`config.mk`:
```
export PLATFORM = sky130hd
export DESIGN_NAME = dsp_mac_sequencer_flat
export DESIGN_NICKNAME = d
export VERILOG_FILES = /design/src/rtl/dsp_mac_sequencer_if.sv /design/src/rtl/dsp_mac_sequencer.sv /design/src/flat_wrapper.sv
export SDC_FILE = /design/constraint.sdc
export NUM_CORES = 1
export LEC_CHECK = 0
export ABC_AREA = 0
export BUFFER_PORTS_ARGS = -buffer_cell sky130_fd_sc_hd__clkbuf_2
export CORE_ASPECT_RATIO = 0.5
export CORE_MARGIN = 2
export CORE_UTILIZATION = 29
export DETAILED_ROUTE_END_ITERATION = 7
export SLEW_MARGIN = 20
export SYNTH_ARGS = -nofsm -noshare
export SYNTH_HDL_FRONTEND = slang
export SYNTH_SLANG_ARGS = --single-unit
```
`constraint.sdc`:
```
create_clock -name CLK -period 4.84 [get_ports CLK]
set_input_delay 0.484 -clock CLK [delete_from_list [all_inputs] [get_ports CLK]]
set_output_delay 0.484 -clock CLK [all_outputs]
set_load 0.02 [all_outputs]
```
`src/rtl/dsp_mac_sequencer_if.sv`:
```
// rtl/dsp_mac_sequencer_if.sv - job, operand handshake and DSP48A1 control bundle for the MAC sequencer
interface dsp_mac_sequencer_if #(
    parameter int LEN_W = 8
);
    logic             start;
    logic [LEN_W-1:0] len;
    logic             cfg_preadd;
    logic             cfg_presub;
    logic             in_valid;
    logic             in_ready;
    logic             CE_IN;
    logic             CE_MID;
    logic             CEM;
    logic             CEP;
    logic             RSTP;
    logic [7:0]       OPMODE;
    logic             busy;
    logic             result_valid;

    modport master (
        output start, len, cfg_preadd, cfg_presub, in_valid,
        input  in_ready, CE_IN, CE_MID, CEM, CEP, RSTP, OPMODE, busy, result_valid
    );

    modport slave (
        input  start, len, cfg_preadd, cfg_presub, in_valid,
        output in_ready, CE_IN, CE_MID, CEM, CEP, RSTP, OPMODE, busy, result_valid
    );
endinterface

```
`src/rtl/dsp_mac_sequencer.sv`:
```
// rtl/dsp_mac_sequencer.sv - dot-product sequencer driving DSP48A1 CE/OPMODE/RSTP controls
module dsp_mac_sequencer #(
    parameter int LEN_W     = 8,
    parameter int AB_STAGES = 2
) (
    input  logic                CLK,
    input  logic                RST,
    dsp_mac_sequencer_if.slave  bus
);
    localparam int LAT = AB_STAGES + 2;

    typedef enum logic [1:0] {IDLE, RUN, DRAIN, CLR} state_t;

    state_t             state;
    state_t             state_nxt;
    logic [LEN_W-1:0]   len_q;
    logic [LEN_W-1:0]   issued;
    logic               preadd_q;
    logic               presub_q;
    logic               clr_done;
    logic [LAT-1:0]     vld;
    logic [LAT-1:0]     last_tag;
    logic [AB_STAGES:0] first_tag;

    logic run_ready;
    logic accept;
    logic last_beat;
    logic first_beat;
    logic done;
    logic z_zero;
    logic job_active;

    assign run_ready  = (state == RUN) && (issued != len_q);
    assign accept     = bus.in_valid & run_ready;
    assign last_beat  = (issued == len_q - LEN_W'(1));
    assign first_beat = (issued == '0);
    // A len==0 job finishes through clr_done, never through the beat pipeline.
    assign done       = (vld[LAT-1] & last_tag[LAT-1]) | clr_done;
    // The first product of a job must overwrite P rather than accumulate stale contents.
    assign z_zero     = vld[AB_STAGES] & first_tag[AB_STAGES];
    assign job_active = (state != IDLE);

    assign bus.in_ready     = run_ready;
    assign bus.CE_IN        = accept;
    assign bus.CEM          = vld[AB_STAGES-1];
    assign bus.CEP          = vld[AB_STAGES];
    assign bus.RSTP         = (state == CLR);
    assign bus.busy         = job_active;
    assign bus.result_valid = done;
    assign bus.OPMODE       = job_active ?
                              {1'b0, presub_q, 1'b0, preadd_q, (z_zero ? 2'b00 : 2'b10), 2'b01} :
                              8'h00;

    generate
        if (AB_STAGES == 2) begin : g_mid
            assign bus.CE_MID = vld[0];
        end else begin : g_no_mid
            assign bus.CE_MID = 1'b0;
        end
    endgenerate

    always_comb begin
        state_nxt = state;
        case (state)
            IDLE:    if (bus.start) state_nxt = (bus.len == '0) ? CLR : RUN;
            RUN:     if (accept && last_beat) state_nxt = DRAIN;
            DRAIN:   if (done) state_nxt = IDLE;
            CLR:     state_nxt = DRAIN;
            default: state_nxt = IDLE;
        endcase
    end

    always_ff @(posedge CLK) begin
        if (RST) begin
            state     <= IDLE;
            len_q     <= '0;
            issued    <= '0;
            preadd_q  <= 1'b0;
            presub_q  <= 1'b0;
            clr_done  <= 1'b0;
            vld       <= '0;
            last_tag  <= '0;
            first_tag <= '0;
        end else begin
            state     <= state_nxt;
            clr_done  <= (state == CLR);
            vld       <= {vld[LAT-2:0], accept};
            last_tag  <= {last_tag[LAT-2:0], accept & last_beat};
            first_tag <= {first_tag[AB_STAGES-1:0], accept & first_beat};
            if (state == IDLE && bus.start) begin
                len_q    <= bus.len;
                preadd_q <= bus.cfg_preadd;
                presub_q <= bus.cfg_presub;
                issued   <= '0;
            end else if (accept) begin
                issued <= issued + LEN_W'(1);
            end
        end
    end
endmodule

```
`src/flat_wrapper.sv`:
```
// flat-port wrapper written by rule: the top's interface ports become plain ports
module dsp_mac_sequencer_flat 
#(
    parameter int LEN_W     = 8,
    parameter int AB_STAGES = 2
)
  (CLK, RST, bus_start, bus_len, bus_cfg_preadd, bus_cfg_presub, bus_in_valid, bus_in_ready, bus_CE_IN, bus_CE_MID, bus_CEM, bus_CEP, bus_RSTP, bus_OPMODE, bus_busy, bus_result_valid);
  dsp_mac_sequencer_if #(.LEN_W(LEN_W)) bus_i ();
  input  logic CLK;
  input  logic RST;
  input wire logic [$bits(bus_i.start)-1:0] bus_start;
  input wire logic [$bits(bus_i.len)-1:0] bus_len;
  input wire logic [$bits(bus_i.cfg_preadd)-1:0] bus_cfg_preadd;
  input wire logic [$bits(bus_i.cfg_presub)-1:0] bus_cfg_presub;
  input wire logic [$bits(bus_i.in_valid)-1:0] bus_in_valid;
  output wire logic [$bits(bus_i.in_ready)-1:0] bus_in_ready;
  output wire logic [$bits(bus_i.CE_IN)-1:0] bus_CE_IN;
  output wire logic [$bits(bus_i.CE_MID)-1:0] bus_CE_MID;
  output wire logic [$bits(bus_i.CEM)-1:0] bus_CEM;
  output wire logic [$bits(bus_i.CEP)-1:0] bus_CEP;
  output wire logic [$bits(bus_i.RSTP)-1:0] bus_RSTP;
  output wire logic [$bits(bus_i.OPMODE)-1:0] bus_OPMODE;
  output wire logic [$bits(bus_i.busy)-1:0] bus_busy;
  output wire logic [$bits(bus_i.result_valid)-1:0] bus_result_valid;
  assign bus_i.start = bus_start;
  assign bus_i.len = bus_len;
  assign bus_i.cfg_preadd = bus_cfg_preadd;
  assign bus_i.cfg_presub = bus_cfg_presub;
  assign bus_i.in_valid = bus_in_valid;
  assign bus_in_ready = bus_i.in_ready;
  assign bus_CE_IN = bus_i.CE_IN;
  assign bus_CE_MID = bus_i.CE_MID;
  assign bus_CEM = bus_i.CEM;
  assign bus_CEP = bus_i.CEP;
  assign bus_RSTP = bus_i.RSTP;
  assign bus_OPMODE = bus_i.OPMODE;
  assign bus_busy = bus_i.busy;
  assign bus_result_valid = bus_i.result_valid;
  dsp_mac_sequencer #(.LEN_W(LEN_W), .AB_STAGES(AB_STAGES)) u_core (.CLK(CLK), .RST(RST), .bus(bus_i));
endmodule
```
=== Word-level counts from Yosys, hierarchy flattened ===
Cells that the tools add are included.

* Bits in registers: 32
* Input port bits: 14
* Output and inout bits: 16
* Logic and storage cells: 41

* $add $sub $neg: 2
* Equality and inequality tests: 8
* Multiplexer cells: 7
* Bitwise logic cells: 6
* Reductions and logical operators: 9

{| class="wikitable"
|+ Operator list
! operator !! count
|-
| zero test 8 bit || 2
|-
| 2-to-1 mux 2 bit || 5
|-
| adder 8 x 1 -> 8 bit (second input constant) || 1
|-
| == test 8 bit || 1
|-
| != test 8 bit || 1
|-
| one-hot mux 2 bit (4 select lines) || 1
|-
| subtractor 8 x 1 -> 8 bit (second input constant) || 1
|-
| 2-to-1 mux 7 bit || 1
|-
| != test 2 bit (second input constant) || 3
|-
| bitwise AND 1 bit || 5
|-
| == test 2 bit (second input constant) || 2
|-
| logical AND 1 bit || 3
|-
| AND reduction 3 bit || 1
|-
| == test 2 x 1 -> 1 bit (second input constant) || 1
|-
| zero test 2 bit || 1
|-
| nonzero test 2 bit || 1
|-
| OR reduction 2 bit || 1
|-
| bitwise OR 1 bit || 1
|}

=== Depth between registers and ports, before layout ===
* Word-level depth: 6
* Depth in mapped cells: 7
* Mapped depth without buffers: 7

=== Least setup slack after synthesis ===
Ideal clock, no wire load.

* Path type: register to register
* Start: register u_core.len_q[3]
* End: register u_core.last_tag[0]
* Arrival time: 1.900 ns
* Data required time: 4.779 ns
* Path slack: 2.879 ns
* Stages on the path, launching flop included: 6
* Clock period less this slack: 1.961 ns
* Cells stage by stage: dfxtp_1 > or4_4 > nor2_1 > mux2_2 > o31ai_1 > and4_2

* Cells in the longest elaborated chain, start to end: 4

{| class="wikitable"
|+ Ends and longest elaborated chain
! what !! line !! RTL
|-
| from (decl) || dsp_mac_sequencer.sv:16 || <nowiki>logic [LEN_W-1:0] len_q;</nowiki>
|-
| from (signal assigned) || dsp_mac_sequencer.sv:91 || <nowiki>len_q <= bus.len;</nowiki>
|-
| parallel branches: the longest is 3 deep, another holds subtractor 8 x 1 -> 8 bit || -- ||
|-
| bitwise AND 1 bit * || dsp_mac_sequencer.sv:88 || <nowiki>last_tag <= {last_tag[LAT-2:0], accept & last_beat};</nowiki>
|-
| to (signal assigned) || dsp_mac_sequencer.sv:88 ||
|-
| to (decl) || dsp_mac_sequencer.sv:22 || <nowiki>logic [LAT-1:0] last_tag;</nowiki>
|}

Every way passes the cells marked *.
A chain may end at the register's enable or synchronous reset.

=== Worst setup path after layout ===
* Start: register u_core.issued[4]
* End: output port bus_CE_IN

* Cells in the longest elaborated chain, start to end: 3

{| class="wikitable"
|+ Ends and longest elaborated chain
! what !! line !! RTL
|-
| from (decl) || dsp_mac_sequencer.sv:17 || <nowiki>logic [LEN_W-1:0] issued;</nowiki>
|-
| from (signal assigned) || dsp_mac_sequencer.sv:96 || <nowiki>issued <= issued + LEN_W'(1);</nowiki>
|-
| != test 8 bit || dsp_mac_sequencer.sv:33 || <nowiki>assign run_ready = (state == RUN) && (issued != len_q);</nowiki>
|-
| logical AND 1 bit || dsp_mac_sequencer.sv:33 ||
|-
| bitwise AND 1 bit || dsp_mac_sequencer.sv:34 || <nowiki>assign accept = bus.in_valid & run_ready;</nowiki>
|-
| to (decl) || flat_wrapper.sv:17 || <nowiki>output wire logic [$bits(bus_i.CE_IN)-1:0] bus_CE_IN;</nowiki>
|}

Every way passes these cells.

==> reports/metrics.yaml <==
global_routing:
  grt_first_pass_wirelength_um: 5600
  grt_usage_pct: 11.4
  antenna_found_initial: 0
  grt_pass1_vias: 1255
  grt_max_degree: 25
  overflow: 0
setup_path:
  cp-end-kind: "output port"
  crit_path_cell_trace: "xor2_1, nor4_2, a21oi_2, clkbuf_2"
  critPathSlowestCell: "nor4_2"
  crit_fanout: 9
  worst-path-buf-inv: 1
  crit_type: "reg2out"
  startpoint_type: "flop"
  path_delay_family: "simple AND/OR/NAND/NOR gates"
  cp.required_ns: 4.36
  r2r_setup_slack_ns: 2.72
  critPathMaxStageDelay_ns: 0.64
  crit_arrival_ns: 1.99
place:
  gp_congestion: 0.845
  dp_hpwl_um: 2430
  portBuffers: 25
timing:
  grt_setup_unrepaired: "no"
  relSlewSlack_pct: 53.4
  fmax_ghz: 0.404
  hold_viol: 0
  slew_violations: 0
  post-route-period-util_pct: 51.2
  setup_violations: 0
  min_period_ns: 2.48
  skew_ns: 0.00395
  setup_tns_ns: 0
  worst_slew_pin_slew_ns: 0.693
final_layout:
  area.growth.synth_to_final_pct: 18.8
  nets: 229
  finish.utilization_pct: 35.5
  n_fill_cell: 572
  antennaDiodeCount: 0
  layout-drive-gt1-share_pct: 19.2
power:
  combPwrFrac_pct: 11.9
  p_int_uw: 546
  p_leak_uw: 0.000790
  p_clk_share_pct: 49.0
  ir_drop_mv: 0.109
  p_seq_share_pct: 39.1
  power.density_nw_per_um2: 369
  switching_share_pct: 23.9
  p_sw_uw: 171
drt:
  wl_um: 3420
  viasPerCell: 4.71
  wl_per_cell_um: 12.0
  drcViolationCount: 0
  firstDrtPassIters: 4
  num_vias: 1346
  dr.first_iter.drc_count: 76
  antenna_left: 0
synthesis:
  ys.flop_type: "dfxtp_1"
  synth_top_area_share_pct: 39.2
  avgSynthCellArea_sq_um: 8.56
  synth_area_sq_um: 1640
  synthArstFlopShare_pct: 0
  ys_warn_count: 0
  netlist_instances: 191
  ys_seq_elements: 32
  synthTopCellsByArea: "dfxtp_1, nand2_1, xor2_1, nor2b_1, xnor2_1"
  ys_seq_area_share_pct: 39.2
  synth_edf_count: 0
  synth_cell_types: 44
  synth_top_cell_by_area: "dfxtp_1"
cts:
  postCtsSetupRepairBufs: 0
  clock-root-buffer: "clkbuf_16"
  clock_latency_ns: 0.27
  cts_buffers: 5
  path_clk_slew_ns: 0.05
  cts.sinks: 32
  clock_path_buffers: 2
  cts_resized: 0
  htreeDepth: 2
  ctsHoldBuffers: 0
  tritoncts: "yes"
flow_run:
  drv_cap: 0
floorplanning:
  start_util_pct: 29.9
  core_sq_um: 5470
  die-area_sq_um: 6290
  rows: 19
  die_x_um: 110
  io_pins: 30
  die-height_um: 57.1
min_path:
  hp-class: "in2reg"
run_status:
  status: "complete, no violations"
## cells in the mapped netlist, types with 2 or more instances
library cell  instances
a2111oi_0             4
a211oi_1              2
a21oi_1              13
and2_1                2
and3_1                2
buf_2                 4
buf_4                 5
clkbuf_1              4
dfxtp_1              32
ha_1                  3
inv_1                 7
nand2_1              29
nand2b_1              2
nand3_1               4
nand3b_1              2
nor2_1               12
nor2b_1              12
nor3_1                3
nor3b_1               2
nor4_1                4
nor4_2                2
o21ai_0               3
xnor2_1               8
xor2_1               10
## worst register-to-register path: cells and delay by family (launching register included)
kind               cells  cell delay [ns]
muxes                  1             0.35
and+or+nand+nor        3             1.01
AOI/OAI and AO/OA      1             0.37
DFF                    1             0.34
## final timing paths
| kind | end | from | depth (start not counted) |
|---|---|---|---|
| setup / recovery | bus_CE_IN | u_core.issued[4]$_SDFFE_PP0P_ | 4 |
| hold / removal | u_core.preadd_q$_SDFFE_PP0P_ | bus_cfg_preadd | 3 |
| setup reg to reg | u_core.last_tag[0]$_SDFF_PP0_ | u_core.len_q[3]$_SDFFE_PP0P_ | 5 |
| hold reg to reg | u_core.last_tag[3]$_SDFF_PP0_ | u_core.last_tag[2]$_SDFF_PP0_ | 1 |
## cell families (layout without fill, tap and decap cells)
logic type | Yosys count | count (layout) | synth area share [%]
fa+ha+maj | 3 | 3 | 2.30
simple gates | 83 | 83 | 27.5
xor+xnor | 18 | 18 | 9.64
buf+inv | 21 | 40 | 6.73
other cells | 1 | 4 | 0.229
flops | 32 | 32 | 39.2
mux | 2 | 2 | 1.30
compound gates | 31 | 31 | 13.1
## flip-flops by register name, summed over array words and instances (netlist names)
register          flops
u_core.clr_done       1
u_core.presub_q       1
u_core.vld            4
u_core.last_tag       4
u_core.preadd_q       1
u_core.len_q          8
u_core.first_tag      3
u_core.state          2
u_core.issued         8
## per-stage QoR
stage | instance area (sq um) | worst slack (ns) | cells | power [uW] | hold slack (ns)
2_1_floorplan | 1650 | 2.88 | 194 | 352 | 0.414
3_3_place_gp | 1780 | 2.69 | 278 | 369 | 0.416
3_5_place_dp | 1780 | 2.65 | 278 | 372 | 0.424
4_1_cts | 1940 | 2.37 | 286 | 721 | 0.430
5_1_grt | 1940 | 2.23 | 286 | 743 | 0.456
6_report | 1940 | 2.36 | 286 | 717 | 0.432
## power by group through the flow
stage | Combinational, uW | Sequential [uW] | Clock, uW
after floorplan | 69.0 | 283 | 0
after global placement | 84.0 | 285 | 0
after detailed placement | 85.7 | 286 | 0
after CTS | 86.1 | 280 | 355
after global routing | 95.1 | 282 | 367
final | 85.6 | 280 | 351
## routing by layer
| metal | track usage [%] | vias to the layer above | routed length (um) |
|---|---|---|---|
| met5 | 0 | - | 0 |
| met4 | 4.29 | 0 | 36 |
| met3 | 2.86 | 4 | 159 |
| met2 | 20.0 | 30 | 1610 |
| met1 | 13.6 | 626 | 1610 |
| li1 | - | 686 | - |
## placed cells by master, fill, tap and decap left out, types with 5 or more instances in the layout
cell	netlist	layout
nor2b_1	12	12
inv_1	7	7
a21oi_1	13	13
dfxtp_1	32	32
xor2_1	10	10
clkbuf_2	0	25
nor2_1	12	12
xnor2_1	8	8
clkbuf_16	0	5
nand2_1	29	29
## layout make-up
type | count | area (sq um) | share of cell area [%]
well taps | 73 | 91.3 | 4.70
clock inverters | 2 | 35.0 | 1.80
multi-input cells | 141 | 896 | 46.1
inverters | 7 | 26.3 | 1.35
repair buffers | 25 | 125 | 6.44
clock buffers | 6 | 129 | 6.63
flip-flops and latches | 32 | 641 | 33.0
(Power assumes the default switching activity.)
